File: src/rtl/aes_cpu_pkg.sv
// Shared AES control-unit definitions: opcode encoding, round-sequencer states
// and the state-to-opcode mapping used by the sequencer.
package aes_cpu_pkg;

    localparam int OPW = 4;

    typedef enum logic [3:0] {
        END    = 4'd0,
        SETC   = 4'd1,
        DEC    = 4'd2,
        BNZ    = 4'd3,
        MATSET = 4'd4,
        MATXOR = 4'd5,
        ROTSB  = 4'd6,
        XFL    = 4'd7,
        XNC    = 4'd8,
        MSHL   = 4'd9,
        SUB    = 4'd10,
        SHR    = 4'd11,
        MIX    = 4'd12
    } op_t;

    typedef enum logic [3:0] {
        S_IDLE, S_LOAD, S_ARK0, S_SETC, S_KROT, S_KXFL, S_KXNC,
        S_SUB, S_SHR, S_MIX, S_ARK, S_DEC, S_FIN
    } seq_state_t;

    // Idle and the final step both present END; only FIN marks it valid.
    function automatic op_t state_op(input seq_state_t s);
        case (s)
            S_LOAD:  return MATSET;
            S_ARK0:  return MATXOR;
            S_SETC:  return SETC;
            S_KROT:  return ROTSB;
            S_KXFL:  return XFL;
            S_KXNC:  return XNC;
            S_SUB:   return SUB;
            S_SHR:   return SHR;
            S_MIX:   return MIX;
            S_ARK:   return MATXOR;
            S_DEC:   return DEC;
            default: return END;
        endcase
    endfunction

endpackage

File: src/rtl/aes_round_sequencer.sv
// On-chip AES-128 round scheduler: walks the load / key-add / round step table
// and hands one opcode at a time to the control unit over a valid/ready handshake.
module aes_round_sequencer #(
    parameter int NUM_ROUNDS = 10,
    parameter int OPW        = 4
) (
    input  logic           clk,
    input  logic           rst,
    input  logic           start,
    input  logic           abort,
    input  logic           op_ready,
    output logic           op_valid,
    output logic [OPW-1:0] op_code,
    output logic [3:0]     round_idx,
    output logic           busy,
    output logic           done
);
    import aes_cpu_pkg::*;

    seq_state_t r_state;
    seq_state_t w_state_next;
    logic [3:0] r_round;
    logic [3:0] w_round_next;
    logic       r_valid;
    op_t        r_op;
    logic       r_done;
    logic       w_done_next;
    logic       w_xfer;
    logic       w_last;

    assign w_xfer = r_valid && op_ready;
    assign w_last = (r_round == 4'(NUM_ROUNDS));

    always_comb begin
        w_state_next = r_state;
        w_round_next = r_round;
        w_done_next  = 1'b0;
        if (r_state == S_IDLE) begin
            w_round_next = 4'd0;
            if (start) begin
                w_state_next = S_LOAD;
            end
        end else if (abort) begin
            // Cancel wins over a transfer landing in the same cycle.
            w_state_next = S_IDLE;
            w_round_next = 4'd0;
        end else if (w_xfer) begin
            case (r_state)
                S_LOAD: w_state_next = S_ARK0;
                S_ARK0: w_state_next = S_SETC;
                S_SETC: begin
                    w_state_next = S_KROT;
                    w_round_next = 4'd1;
                end
                S_KROT: w_state_next = S_KXFL;
                S_KXFL: w_state_next = S_KXNC;
                S_KXNC: w_state_next = S_SUB;
                S_SUB:  w_state_next = S_SHR;
                S_SHR:  w_state_next = w_last ? S_ARK : S_MIX;
                S_MIX:  w_state_next = S_ARK;
                S_ARK:  w_state_next = S_DEC;
                S_DEC: begin
                    if (w_last) begin
                        w_state_next = S_FIN;
                    end else begin
                        w_state_next = S_KROT;
                        w_round_next = r_round + 4'd1;
                    end
                end
                S_FIN: begin
                    w_state_next = S_IDLE;
                    w_round_next = 4'd0;
                    w_done_next  = 1'b1;
                end
                default: begin
                    w_state_next = S_IDLE;
                    w_round_next = 4'd0;
                end
            endcase
        end
    end

    always_ff @(posedge clk) begin
        if (rst) begin
            r_state <= S_IDLE;
            r_round <= 4'd0;
            r_valid <= 1'b0;
            r_op    <= END;
            r_done  <= 1'b0;
        end else begin
            r_state <= w_state_next;
            r_round <= w_round_next;
            r_valid <= (w_state_next != S_IDLE);
            r_op    <= state_op(w_state_next);
            r_done  <= w_done_next;
        end
    end

    assign op_valid  = r_valid;
    assign op_code   = OPW'(r_op);
    assign round_idx = r_round;
    assign busy      = (r_state != S_IDLE);
    assign done      = r_done;

endmodule
File: config.mk
export PLATFORM = sky130hd
export DESIGN_NAME = aes_round_sequencer
export DESIGN_NICKNAME = d
export VERILOG_FILES = /design/src/rtl/aes_cpu_pkg.sv /design/src/rtl/aes_round_sequencer.sv
export SDC_FILE = /design/constraint.sdc
export NUM_CORES = 1
export LEC_CHECK = 0
export ABC_CLOCK_PERIOD_IN_PS = 3500
export CORE_MARGIN = 2
export CORE_UTILIZATION = 45
export CTS_CLUSTER_DIAMETER = 60
export DETAILED_ROUTE_END_ITERATION = 7
export PLACE_DENSITY = 0.81
export SKIP_CTS_REPAIR_TIMING = 1
export SLEW_MARGIN = 10
export SYNTH_ARGS = -nofsm -noshare
export SYNTH_HDL_FRONTEND = slang
export SYNTH_SLANG_ARGS = --single-unit
File: constraint.sdc
create_clock -name clk -period 3.5 [get_ports clk]
set_input_delay 0.525 -clock clk [delete_from_list [all_inputs] [get_ports clk]]
set_output_delay 0.525 -clock clk [all_outputs]
set_load 0.01 [all_outputs]
**Word-level counts from Yosys, hierarchy flattened**

Memory sizes are Yosys's and may differ from the RTL's. A register that Yosys moved wholly into a read port is not among the register bits.
Cells that the tools add are included.

- Bits of input ports: 5
- ROM bits: 64
- Logic and storage cells: 40
- Register bits: 10
- Output and inout port bits: 11
- Memories: 1

- Reduce and logical (&&, ||, !) cells: 8
- Add/subtract/negate cells: 1
- Eq/ne operators: 14
- Bitwise gates (word level): 2
- Mux-type cells: 10

Memories:

| memory | depth | width | rd ports | clocked after memory_dff | wr ports | line | RTL |
|---|---|---|---|---|---|---|---|
| (name not given) | 16 | 4 | 1 | 1 | 0 | aes_cpu_pkg.sv:30 | `case (s)` |

Operators with widths:

| kind | count |
|---|---|
| $pmux 4 s11 | 1 |
| $eq 4x4->1 const B | 6 |
| $mux 4 | 6 |
| $eq 4x3->1 const B | 4 |
| $pmux 4 s3 | 1 |
| $reduce_or 9->1 | 1 |
| $eq 4x2->1 const B | 2 |
| $reduce_bool 4->1 | 2 |
| $add 4x1->4 const B | 1 |
| $eq 4x1->1 const B | 1 |
| $logic_not 4->1 | 1 |
| $reduce_or 4->1 | 1 |
| $reduce_and 3->1 | 1 |
| $reduce_or 3->1 | 1 |
| $mux 2 | 1 |
| $ne 2x2->1 const B | 1 |
| $not 1->1 | 2 |
| $logic_and 1x1->1 | 1 |
| $mux 1 | 1 |

**Logic depth before layout (Yosys ltp)**

- Depth after elaboration: 7
- Mapped depth: 10
- Depth with buffers taken out: 9

**Worst setup path before layout**

No wires, ideal clock.

- Kind: register -> register
- From: register r_state[2]
- To: register r_op[1] (netlist: op_code[1])
- Required time: 3429 ps
- Buffers on the path: 0
- Arrival: 2429 ps
- Setup time: 71 ps
- Setup slack: 1001 ps
- Clock period less this slack: 2499 ps
- Stages on the path, launching flop included: 9
- Cells stage by stage: dfxtp_1 > inv_1 > ha_1 > nor3b_2 > nor4_2 > a31oi_1 > ha_1 > or4_1 > a21oi_1

- Cells in the longest elaborated chain, start to end: 5
- Elaborated cells between the ends (all ways): 17
- Those cells by class: eq/ne (11); mux (5); reduce/logical (1)

Ends and longest elaborated chain:

| what | line | RTL |
|---|---|---|
| start, declared | aes_round_sequencer.sv:20 | `seq_state_t r_state;` |
| start signal, assigned | aes_round_sequencer.sv:91 | `r_state <= w_state_next;` |
| $eq 4x4->1, or another cell as far along | aes_round_sequencer.sv:48 | `case (r_state)` |
| $pmux 4 s11 | aes_round_sequencer.sv:48 |  |
| $mux 4 | aes_round_sequencer.sv:47 | `end else if (w_xfer) begin` |
| $mux 4 | aes_round_sequencer.sv:43 | `end else if (abort) begin` |
| $mux 4 (*) | aes_round_sequencer.sv:38 | `if (r_state == S_IDLE) begin` |
| end, declared | aes_round_sequencer.sv:25 | `op_t r_op;` |

Mark *: on every way between the ends. The rest lies on a longest branch, timed or not.
A chain may end at the register's enable or synchronous reset.

**Worst setup path after layout**

Ends and elaborated chain as after synthesis.

==> impl_metrics.ini <==
[setup_path]
worstReg2RegEnd = op_code[1]
path_max_fanout = 6
worstSetupPathDepth = 8
endpoint = op_code[1]
cp-end-kind = flip-flop
cpPeakStageDelay_ps = 530
worstSetupStartpointType = flip-flop
reg2reg_slack_ps = 640
slowest_stage = nor4_2
cp-startpoint = r_state[2]
path_class = reg2reg
path_cells = inv_1, ha_1, nor3b_2, nor4_2, a31oi_1, ha_1, or4_1, a21oi_1
worst_path_most_repeated_cell = ha_1
reg2reg_depth = 8
path_buf_inv = 1
r2r_start = r_state[2]
cp_data_arrival_time_ps = 3070
path_delay_family = simple AND/OR/NAND/NOR gates
critPathRequiredTime_ps = 3710

[global_route]
grt_max_degree = 12
grt_pass1_vias = 771
grt_usage = 0.174
grt_first_pass_wirelength_mm = 3.23
grt.overflow.total = 0
antenna_found_initial = 0

[timing]
postLayoutSetupSlackWorst_ps = 637
setup_tns_ps = 0
fmax_ghz = 0.349
timing.final.crit_share = 0.818
max-slew-margin-rel = 0.637
hold_viol = 0
whs_ps = 524
setup_viol = 0
fin_skew_ps = 5.17
worst_slew_pin_slew_ps = 540
maxSlewViolCount = 0
rsz0062_at_grt = no
period_minus_slack_ps = 2860

[detailed_routing]
wl_per_cell_um = 13.1
drt-initial-drc-count = 15
via_per_inst = 5.64
first_pass_iters = 4
wl_mm = 1.95
remaining_drc_errors = 0
via_count = 840
ant_nets = 0

[synth]
synth_seq_area_share = 0.307
synth_edf_count = 0
synth_cell_types = 38
synth_top_family_by_area = simple AND/OR/NAND/NOR gates
yosys-top-cells-count = dfxtp_1, nor2_1, a21oi_1, ha_1, inv_1
synth-xor-area-share = 0
synthMuxAreaShare = 0.0507
yosysMostFrequentCell = dfxtp_1
synthCells = 108
postSynthAreaPerCell_um2 = 8.46
synthAdderAreaFrac = 0.123
yosysTopAreaCellShare = 0.307
async_flop_share = 0
yosys_warnings = 0
post-synth-top-area-cell = dfxtp_1
yosys.area_share.simple = 0.245
synth_ff_type = dfxtp_1
netlist_area_um2 = 913
syn_nets = 122
ys_ff_latch = 14
ys_top_cells_by_area = dfxtp_1, ha_1, a21oi_1, nor2_1, inv_1
synth_compound_area_frac = 0.199

[floorplan]
fp.dieW_um = 49.1
ios = 16
die_h_um = 49.1
fp.coreArea_um2 = 1940
placementRows = 16
start_util = 0.470
dieArea_um2 = 2410

[layout]
antennaDiodeCount = 0
layout.nets = 137
synthToLayoutAreaGrowth_pct = 20.3
drive_gt1_frac = 0.0984
fin_area_um2 = 1100
final_cells = 149

[cts]
htreeDepth = 1
cts_tree = done
numCtsBuffers = 3
clk_path_buf_depth = 2
clk_pin_slew_worst_paths_ps = 90
cts_sinks = 14
clock_tree.root_cell = clkbuf_4
clk_latency_ps = 280

[place]
dp.cells = 145
place.gp.congestion = 0.837
detailed_place_hpwl_mm = 1.52
preCtsSetupSlack_ps = 627
place_area_um2 = 1060
io_buffers = 15

[power_and_ir_drop]
p_leak_uw = 0.000428
vdd_drop_max_mv = 0.240
power_per_cell_area_nw_per_um2 = 286

[min_path]
holdCritPathClass = reg2reg

[outcome]
outcome = finished clean

[job]
drv_cap = 0
-- tightest hold or removal path: stages, from the launching register on --
cell     delay [ps]
dfxtp_1         360
nand2_1          70
a21oi_1          50
-- report_power, final --
group	leakage (uW)	internal (uW)	switching, uW
clock	0.0000210	63.3	51.3
sequential	0.000113	162	2.79
combinational	0.000294	17.8	17.7
total	0.000428	243	71.8
-- cell usage in the layout (no fill, tap or decap), types with 2 or more instances in the layout --
master	n
dfxtp_1	14
nor2_1	12
or3_1	3
and3_1	2
nor3_1	2
clkdlybuf4s50_1	15
mux2i_1	2
inv_1	9
a21oi_1	9
o211ai_1	2
nand2b_1	2
nand4_1	3
nand2_1	6
a31oi_1	2
clkbuf_4	3
o21ai_0	4
ha_1	9
a22o_1	3
-- logic make-up (layout without fill, tap and decap cells) --
kind of cell               Yosys count  in the layout
and+or+nand+nor                     40             40
buffers and inverters               14             28
AOI/OAI and AO/OA                   27             27
DFF                                 14             14
muxes                                4              4
adders and majority gates            9              9
-- sequential cells by signal, summed over array words and instances, names as in the netlist --
name       count
op_code        4
r_state        4
round_idx      4
done           1
op_valid       1
-- layout make-up --
class / instances / area (um2)
clock buffer: 4 / 36.3
fill: 192 / 843
inverter: 9 / 33.8
multi-input combinational: 80 / 564
sequential: 14 / 280
tap: 27 / 33.8
timing repair buffer: 15 / 150
-- metal layers --
layer,up-vias,global-route usage,routed length (um)
met5,-,0,0
met4,0,0.0810,28
met3,4,0.0552,77
met2,17,0.311,1020
met1,408,0.185,816
li1,411,-,-
-- worst min-delay path by stage --
stage | from | end | slack, ps | cells after the start
detailed placement | round_idx[1] | round_idx[1] | 510 | 2
finish | round_idx[1] | round_idx[1] | 520 | 2
CTS | round_idx[1] | round_idx[1] | 520 | 2
global route | round_idx[1] | round_idx[1] | 550 | 2
global placement | round_idx[1] | round_idx[1] | 490 | 2
floorplan | round_idx[1] | round_idx[1] | 520 | 2
-- per-stage QoR --
step	utilization	total power, uW
final	0.566	315
after global routing	0.566	328
after global placement	0.547	202
after floorplan	-	191
after detailed placement	0.547	203
after CTS	0.566	317
(Power assumes the default switching activity.)
